File: config.mk
export PLATFORM = sky130hd
export DESIGN_NAME = wts_timer_trigger_flat
export DESIGN_NICKNAME = d
export VERILOG_FILES = /design/src/rtl/wts_timer_pkg.sv /design/src/rtl/wts_timer_trigger_if.sv /design/src/rtl/wts_timer_trigger_ch.sv /design/src/rtl/wts_timer_trigger.sv /design/src/flat_wrapper.sv
export SDC_FILE = /design/constraint.sdc
export NUM_CORES = 1
export LEC_CHECK = 0
export CAP_MARGIN = 5
export CORE_ASPECT_RATIO = 0.75
export CORE_MARGIN = 2
export CORE_UTILIZATION = 25
export CTS_CLUSTER_SIZE = 16
export DETAILED_ROUTE_END_ITERATION = 8
export GPL_TIMING_DRIVEN = 0
export SETUP_SLACK_MARGIN = 0.1
export SYNTH_ARGS = -nofsm -noshare
export SYNTH_HDL_FRONTEND = slang
export SYNTH_HIERARCHICAL = 1
export SYNTH_SLANG_ARGS = --single-unit
File: constraint.sdc
create_clock -name clk -period 4.3 [get_ports clk]
set_input_delay 0.86 -clock clk [delete_from_list [all_inputs] [get_ports clk]]
set_output_delay 0.86 -clock clk [all_outputs]
set_load 0.1 [all_outputs]
File: src/rtl/wts_timer_pkg.sv
// Shared types and constants for the WTS timer trigger block.
package wts_timer_pkg;

    localparam int unsigned WTS_TIMER_ADDR_W       = 2;
    localparam int unsigned WTS_TIMER_DIV_DEF      = 256;
    localparam int unsigned WTS_TIMER_PERIOD_W_DEF = 12;

    typedef enum logic {
        ST_IDLE = 1'b0,
        ST_RUN  = 1'b1
    } ch_state_e;

endpackage

File: src/rtl/wts_timer_trigger_if.sv
// Host-side control and trigger-side status signals of the two timer channels.
interface wts_timer_trigger_if #(
    parameter int unsigned PERIOD_W = 12
);
    import wts_timer_pkg::*;

    logic [PERIOD_W-1:0]         timer1_period;
    logic                        timer1_repeat;
    logic                        timer1_start;
    logic                        timer1_stop;
    logic                        timer1_trigger;
    logic [WTS_TIMER_ADDR_W-1:0] timer1_address;
    logic                        timer1_busy;

    logic [PERIOD_W-1:0]         timer2_period;
    logic                        timer2_repeat;
    logic                        timer2_start;
    logic                        timer2_stop;
    logic                        timer2_trigger;
    logic [WTS_TIMER_ADDR_W-1:0] timer2_address;
    logic                        timer2_busy;
    logic                        timer2_cascade;

    modport master (
        output timer1_period, timer1_repeat, timer1_start, timer1_stop,
        output timer2_period, timer2_repeat, timer2_start, timer2_stop, timer2_cascade,
        input  timer1_trigger, timer1_address, timer1_busy,
        input  timer2_trigger, timer2_address, timer2_busy
    );

    modport slave (
        input  timer1_period, timer1_repeat, timer1_start, timer1_stop,
        input  timer2_period, timer2_repeat, timer2_start, timer2_stop, timer2_cascade,
        output timer1_trigger, timer1_address, timer1_busy,
        output timer2_trigger, timer2_address, timer2_busy
    );

endinterface

File: src/rtl/wts_timer_trigger_ch.sv
// One timer channel: IDLE/RUN FSM, period down-counter, rolling address phase, registered outputs.
module wts_timer_trigger_ch
    import wts_timer_pkg::*;
#(
    parameter int unsigned PERIOD_W = WTS_TIMER_PERIOD_W_DEF
) (
    input  logic                        clk,
    input  logic                        reset,
    input  logic                        cnt_en,
    input  logic [PERIOD_W-1:0]         period,
    input  logic                        reload,
    input  logic                        start,
    input  logic                        stop,
    output logic                        trigger,
    output logic [WTS_TIMER_ADDR_W-1:0] address,
    output logic                        busy
);

    ch_state_e                   state_q, state_d;
    logic [PERIOD_W-1:0]         cnt_q, cnt_d;
    logic [WTS_TIMER_ADDR_W-1:0] phase_q, phase_d;
    logic [WTS_TIMER_ADDR_W-1:0] address_q, address_d;
    logic                        trigger_q, trigger_d;
    logic                        busy_q, busy_d;

    // Priority: stop over start over counting; a stop also suppresses a coincident expiry.
    always_comb begin
        state_d   = state_q;
        cnt_d     = cnt_q;
        phase_d   = phase_q;
        address_d = address_q;
        trigger_d = 1'b0;

        if (stop) begin
            state_d = ST_IDLE;
        end else if (start) begin
            state_d = ST_RUN;
            cnt_d   = period;
        end else if (state_q == ST_RUN && cnt_en) begin
            if (cnt_q != '0) begin
                cnt_d = cnt_q - PERIOD_W'(1);
            end else begin
                trigger_d = 1'b1;
                address_d = phase_q;
                phase_d   = phase_q + WTS_TIMER_ADDR_W'(1);
                if (reload) begin
                    cnt_d = period;
                end else begin
                    state_d = ST_IDLE;
                end
            end
        end

        busy_d = (state_d == ST_RUN);
    end

    always_ff @(posedge clk) begin
        if (reset) begin
            state_q   <= ST_IDLE;
            cnt_q     <= '0;
            phase_q   <= '0;
            address_q <= '0;
            trigger_q <= 1'b0;
            busy_q    <= 1'b0;
        end else begin
            state_q   <= state_d;
            cnt_q     <= cnt_d;
            phase_q   <= phase_d;
            address_q <= address_d;
            trigger_q <= trigger_d;
            busy_q    <= busy_d;
        end
    end

    assign trigger = trigger_q;
    assign address = address_q;
    assign busy    = busy_q;

endmodule

File: src/rtl/wts_timer_trigger.sv
// Two-channel interval trigger generator with a shared base-tick prescaler.
// Optional macro WTS_TIMER_TRIGGER_CASCADE_EN lets channel 2 count channel-1 triggers.
module wts_timer_trigger
    import wts_timer_pkg::*;
#(
    parameter int unsigned PERIOD_W = WTS_TIMER_PERIOD_W_DEF,
    parameter int unsigned DIV      = WTS_TIMER_DIV_DEF
) (
    input logic                clk,
    input logic                reset,
    wts_timer_trigger_if.slave bus
);

    localparam int unsigned PRE_W = (DIV > 1) ? $clog2(DIV) : 1;

    logic [PRE_W-1:0]            pre_q, pre_d;
    logic                        tick_q, tick_d;
    logic                        pre_wrap_c;
    logic                        ch2_en_c;
    logic                        ch1_trigger;
    logic [WTS_TIMER_ADDR_W-1:0] ch1_address;
    logic                        ch1_busy;
    logic                        ch2_trigger;
    logic [WTS_TIMER_ADDR_W-1:0] ch2_address;
    logic                        ch2_busy;

    // Free-running prescaler; base tick is registered so it lands one cycle after the wrap count.
    always_comb begin
        pre_wrap_c = (pre_q == PRE_W'(DIV - 1));
        pre_d      = pre_wrap_c ? '0 : pre_q + PRE_W'(1);
        tick_d     = pre_wrap_c;
    end

    always_ff @(posedge clk) begin
        if (reset) begin
            pre_q  <= '0;
            tick_q <= 1'b0;
        end else begin
            pre_q  <= pre_d;
            tick_q <= tick_d;
        end
    end

`ifdef WTS_TIMER_TRIGGER_CASCADE_EN
    assign ch2_en_c = bus.timer2_cascade ? ch1_trigger : tick_q;
`else
    logic unused_cascade;
    assign unused_cascade = bus.timer2_cascade;
    assign ch2_en_c       = tick_q;
`endif

    wts_timer_trigger_ch #(.PERIOD_W(PERIOD_W)) u_ch1 (
        .clk     (clk),
        .reset   (reset),
        .cnt_en  (tick_q),
        .period  (bus.timer1_period),
        .reload  (bus.timer1_repeat),
        .start   (bus.timer1_start),
        .stop    (bus.timer1_stop),
        .trigger (ch1_trigger),
        .address (ch1_address),
        .busy    (ch1_busy)
    );

    wts_timer_trigger_ch #(.PERIOD_W(PERIOD_W)) u_ch2 (
        .clk     (clk),
        .reset   (reset),
        .cnt_en  (ch2_en_c),
        .period  (bus.timer2_period),
        .reload  (bus.timer2_repeat),
        .start   (bus.timer2_start),
        .stop    (bus.timer2_stop),
        .trigger (ch2_trigger),
        .address (ch2_address),
        .busy    (ch2_busy)
    );

    assign bus.timer1_trigger = ch1_trigger;
    assign bus.timer1_address = ch1_address;
    assign bus.timer1_busy    = ch1_busy;
    assign bus.timer2_trigger = ch2_trigger;
    assign bus.timer2_address = ch2_address;
    assign bus.timer2_busy    = ch2_busy;

endmodule

File: src/flat_wrapper.sv
// flat-port wrapper written by rule: the top's interface ports become plain ports
module wts_timer_trigger_flat import wts_timer_pkg::*;
#(
    parameter int unsigned PERIOD_W = WTS_TIMER_PERIOD_W_DEF,
    parameter int unsigned DIV      = WTS_TIMER_DIV_DEF
)
  (clk, reset, bus_timer1_period, bus_timer1_repeat, bus_timer1_start, bus_timer1_stop, bus_timer2_period, bus_timer2_repeat, bus_timer2_start, bus_timer2_stop, bus_timer2_cascade, bus_timer1_trigger, bus_timer1_address, bus_timer1_busy, bus_timer2_trigger, bus_timer2_address, bus_timer2_busy);
  wts_timer_trigger_if #(.PERIOD_W(PERIOD_W)) bus_i ();
  input logic clk;
  input logic reset;
  input wire logic [$bits(bus_i.timer1_period)-1:0] bus_timer1_period;
  input wire logic [$bits(bus_i.timer1_repeat)-1:0] bus_timer1_repeat;
  input wire logic [$bits(bus_i.timer1_start)-1:0] bus_timer1_start;
  input wire logic [$bits(bus_i.timer1_stop)-1:0] bus_timer1_stop;
  input wire logic [$bits(bus_i.timer2_period)-1:0] bus_timer2_period;
  input wire logic [$bits(bus_i.timer2_repeat)-1:0] bus_timer2_repeat;
  input wire logic [$bits(bus_i.timer2_start)-1:0] bus_timer2_start;
  input wire logic [$bits(bus_i.timer2_stop)-1:0] bus_timer2_stop;
  input wire logic [$bits(bus_i.timer2_cascade)-1:0] bus_timer2_cascade;
  output wire logic [$bits(bus_i.timer1_trigger)-1:0] bus_timer1_trigger;
  output wire logic [$bits(bus_i.timer1_address)-1:0] bus_timer1_address;
  output wire logic [$bits(bus_i.timer1_busy)-1:0] bus_timer1_busy;
  output wire logic [$bits(bus_i.timer2_trigger)-1:0] bus_timer2_trigger;
  output wire logic [$bits(bus_i.timer2_address)-1:0] bus_timer2_address;
  output wire logic [$bits(bus_i.timer2_busy)-1:0] bus_timer2_busy;
  assign bus_i.timer1_period = bus_timer1_period;
  assign bus_i.timer1_repeat = bus_timer1_repeat;
  assign bus_i.timer1_start = bus_timer1_start;
  assign bus_i.timer1_stop = bus_timer1_stop;
  assign bus_i.timer2_period = bus_timer2_period;
  assign bus_i.timer2_repeat = bus_timer2_repeat;
  assign bus_i.timer2_start = bus_timer2_start;
  assign bus_i.timer2_stop = bus_timer2_stop;
  assign bus_i.timer2_cascade = bus_timer2_cascade;
  assign bus_timer1_trigger = bus_i.timer1_trigger;
  assign bus_timer1_address = bus_i.timer1_address;
  assign bus_timer1_busy = bus_i.timer1_busy;
  assign bus_timer2_trigger = bus_i.timer2_trigger;
  assign bus_timer2_address = bus_i.timer2_address;
  assign bus_timer2_busy = bus_i.timer2_busy;
  wts_timer_trigger #(.PERIOD_W(PERIOD_W), .DIV(DIV)) u_core (.clk(clk), .reset(reset), .bus(bus_i));
endmodule
* After elaboration in Yosys (flattened, before gate mapping)
Cells that the tools add are included.
** Word-level totals
- Bits in writable memories :: 0
- Output and inout bits :: 8
- Bits in read-only memories :: 0
- Memories :: 0
- Word-level logic and storage cells :: 67
- Latch bits :: 0
- Register bits after elaboration :: 45
** Operators by class
- Eq/ne operators :: 5
- Order comparisons :: 0
- Shifts and indexed selects :: 0
- Bitwise logic cells :: 8
- Add/sub/neg operators :: 5
- Reductions and logical operators :: 19
- Multiply operators :: 0
- Muxes and demuxes :: 18
- Div/mod/pow operators :: 0
** Operators with widths (count)
- 2-to-1 mux 12 bit :: 8
- nonzero test 12 bit :: 2
- subtractor 12 x 1 -> 12 bit (second input constant) :: 2
- AND reduction 3 bit :: 4
- 2-to-1 mux 1 bit :: 10
- adder 8 x 1 -> 8 bit (second input constant) :: 1
- equality test 8 bit (second input constant) :: 1
- inverter 1 bit :: 8
- AND reduction 4 bit :: 2
- OR reduction 4 bit :: 2
- nonzero test 3 bit :: 2
- OR reduction 2 bit :: 3
- adder 2 x 1 -> 2 bit (second input constant) :: 2
- != test 2 x 1 -> 1 bit (second input constant) :: 2
- != test 2 bit (second input constant) :: 2
- nonzero test 2 bit :: 2
- logical AND 1 bit :: 2

* Longest topological paths before layout
- Word-level depth :: 4
- Gate-level depth with buffers :: 8
- Gate-level depth less buffers :: 7

* Hierarchy
The synthesis kept the hierarchy.
** By module, submodules not included
- wts_timer_trigger_ch :: cells an instance 130, times used 2, seq. area each 360.3 um^2, area an instance 1064.8 um^2
- wts_timer_trigger :: cells an instance 41, times used 1, seq. area each 180.2 um^2, area an instance 366.6 um^2

* Worst setup path after synthesis
No wires, ideal clock.
- Kind :: in2reg
- Start point :: input bus_timer1_start
- End point :: register u_core.u_ch1.phase_q[1]
- Slack :: 2281 ps
- Data arrival time :: 1891 ps
- Required time :: 4172 ps
- Path buffers :: 1
- Stages :: 6
- Path through :: clkbuf_1 nor4bb_1 nand4_1 nor2_2 xnor2_1 nor2_1
** Between the ends
- Longest elaborated chain between the ends :: 2
** RTL lines
- from (decl) :: line flat_wrapper.sv:13 : input wire logic [$bits(bus_i.timer1_start)-1:0] bus_timer1_start;
- inverter 1 bit (no source line)
- AND reduction 4 bit (no source line)
- to (signal assigned) :: line wts_timer_trigger_ch.sv:68 : phase_q <= phase_d;
- to (decl) :: line wts_timer_trigger_ch.sv:21 : logic [WTS_TIMER_ADDR_W-1:0] phase_q, phase_d;
Every way passes these cells.
A chain may end at the register's enable or synchronous reset.

* Worst setup path in the final report
- Start point :: register u_core.u_ch1.busy_q (netlist: u_core/u_ch1/busy)
- End point :: output bus_timer1_busy
** RTL lines
- from (decl) :: line wts_timer_trigger_ch.sv:24 : logic busy_q, busy_d;
- from (signal assigned) :: line wts_timer_trigger_ch.sv:71 : busy_q <= busy_d;
- to (decl) :: line flat_wrapper.sv:22 : output wire logic [$bits(bus_i.timer1_busy)-1:0] bus_timer1_busy;
No word-level cell between the ends.

==> flow_metrics.tcl <==
set metrics [dict create \
    post_synth_most_frequent_cells "45 x dfxtp_1, 42 x a21oi_1, 34 x nor2_1" \
    hpwl_mm 4.89 \
    clock_path_buffers 2 \
    worst-path-buf-inv 1 \
    whs_path_depth 2 \
    tns_ns 0 \
    cts_setup_buffers 0 \
    netlist_area_um2 2500 \
    rsz0062_at_grt "no" \
    grt_pass1_wl_mm 11.1 \
    grt.total_usage_pct 12.5 \
    ys_seq_area_share_pct 36.1 \
    gp_congestion 0.836 \
    post-route-period-util_pct 62.3 \
    cap_violations 0 \
    synthTopCellsByArea "dfxtp_1 36%, a21oi_1 8.4%, o32ai_1 6.3%" \
    grt_max_degree 15 \
    drt_iter0_drc 225 \
    synth-seq-cells 45 \
    numCtsBuffers 5 \
    area_growth_pct 28.5 \
    remaining_drc_errors 0 \
    r2r_cells 8 \
    portBuffers 37 \
    synth_ff_type "dfxtp_1" \
    hold_viol_final 0 \
    fin_crit_ns 2.68 \
    setup_viol 0 \
    clk_pin_slew_ns 0.06 \
    antenna_left 0 \
    ios 41 \
    synth.avg_cell_area_um2 8.29 \
    grt_pass1_vias 2295 \
    layout.nets 383 \
    rows 31 \
    core_um2 9700 \
    slew_headroom_pct 20.3 \
    detail_route.wl_per_cell_um 13.9 \
    initial_core_util_pct 25.7 \
    die_h_um 90.5 \
    netlist.area_leader.share_pct 36.1 \
    yosysWarningCount 6 \
    async_reset_ff_share_pct 0 \
    worst_pin_slew_ns 1.18 \
    skew_ns 0.00897 \
    first_pass_iters 4 \
    overflow 0 \
    ir_drop_uv 130 \
    die_w_um 119 \
    synthDistinctLibCells 42 \
    critPathSlowestCell "clkdlybuf4s50_1" \
    syn_nets 339 \
    ctsHoldBuffers 0 \
    synth_top_area_cell "dfxtp_1" \
    setup_ws_ns 1.62 \
    crit_type "register to output pin" \
    arrival_ns 1.82 \
    required_ns 3.44 \
    cts_tree "done" \
    path_depth 1 \
    critPathMaxFanout 4 \
    p_leak_nw 1.13 \
    syn_inst 301 \
    yosysMostFrequentCell "dfxtp_1" \
    pre_cts_ws_ns 1.51 \
    status "finished clean" \
    post-route-util_pct 33.1 \
    cp_slowest_stage_delay_ns 1.16 \
    max_freq_ghz 0.373 \
    insertion_delay_ns 0.28 \
    diodes 0 \
    cts_resized 0 \
    slew_violations 0 \
    path_delay_family "buffers and inverters" \
    routed_via_density 5.12 \
    vias 2447 \
    root_buffer "clkbuf_16" \
    hp-class "register to register" \
    drt-total-wl_mm 6.63 \
    dieArea_um2 10800 \
    p_per_area_nw_per_um2 413 \
    synth-edff-count 0 \
    antenna_found_initial 0 \
    crit_chain "clkdlybuf4s50_1" \
    start_kind "register" \
    cts.sinks 45 \
    drive_gt1_share_pct 8.96 \
    endpoint_kind "output pin" \
    htreeDepth 2 \
]
[metal layers]
metal,global-route usage [%],up-vias,routed length (um)
li1,-,1208,-
met1,17.9,1173,3330
met2,18.6,60,2950
met3,2.84,6,260
met4,3.63,0,80
met5,0,-,0
[report_power, final]
group,switching (W),total (W),leakage [nW],internal [W]
Sequential,0.0000341,0.000479,0.367,0.000445
Clock,0.000159,0.000449,0.0831,0.000290
Combinational,0.000235,0.000397,0.680,0.000162
Total,0.000427,0.00132,1.13,0.000897
[layout by cell type, fill, tap and decap left out, types with 3 or more instances in the layout]
cell type and count:
nor3_1 7, a211oi_1 8, nand2b_1 5, or3_1 6
buf_4 4, nor4_1 8, nand3_1 11, nand4_1 9
nand2_2 3, clkbuf_16 5, a21oi_1 42, clkdlybuf4s50_1 37
ha_1 5, inv_1 28, and3_1 4, nand2_1 8
o32ai_1 18, o21ai_0 4, clkbuf_1 4, nor4_4 4
xnor2_1 5, nor2_1 34, o211ai_1 5, dfxtp_1 45
[area by class of cell]
type / count / area, um^2
buffer: 12 / 75.1
clock buffer: 6 / 139
clock inverter: 2 / 37.5
fill: 1002 / 6490
inverter: 28 / 105
multi-input combinational: 216 / 1420
sequential: 45 / 901
tap: 132 / 165
timing repair buffer: 37 / 370
[flip-flops by register name (all words and copies together) (netlist names)]
name	count
u_core/u_ch2/cnt_q	12
u_core/u_ch1/phase_q	2
u_core/u_ch2/busy	1
u_core/u_ch1/address	2
u_core/ch2_en_c	1
u_core/u_ch2/phase_q	2
u_core/u_ch1/busy	1
u_core/u_ch2/address	2
u_core/u_ch1/cnt_q	12
u_core/pre_q	8
u_core/u_ch1/trigger	1
u_core/u_ch2/trigger	1
[logic make-up after synthesis]
logic type,after synthesis,synth area share (%)
simple gates,113,27.3
mux,2,0.802
flops,45,36.1
compound gates,90,24.0
buf+inv,40,7.22
xor+xnor,6,2.11
fa+ha+maj,5,2.51
[final timing paths]
check,start,slack (ns),to
max,u_core/u_ch1/busy,1.62,bus_timer1_busy
min,u_core/pre_q[7],0.49,u_core/pre_q[7]
max reg2reg,u_core/u_ch2/cnt_q[0],2.25,u_core/u_ch2/cnt_q[8]
min reg2reg,u_core/pre_q[7],0.49,u_core/pre_q[7]
[stage by stage]
| stage | hold WS, ns | instance area (um^2) | instances | total power (W) |
|---|---|---|---|---|
| 6_report | 0.491 | 3210 | 478 | 0.00132 |
| 5_1_grt | 0.517 | 3210 | 478 | 0.00140 |
| 4_1_cts | 0.487 | 3210 | 478 | 0.00133 |
| 3_5_place_dp | 0.479 | 3030 | 470 | 0.000876 |
| 3_3_place_gp | 0.468 | 3030 | 470 | 0.000869 |
| 2_1_floorplan | 0.446 | 2500 | 301 | 0.000766 |
No activity file was read; power rests on OpenSTA's default activity.
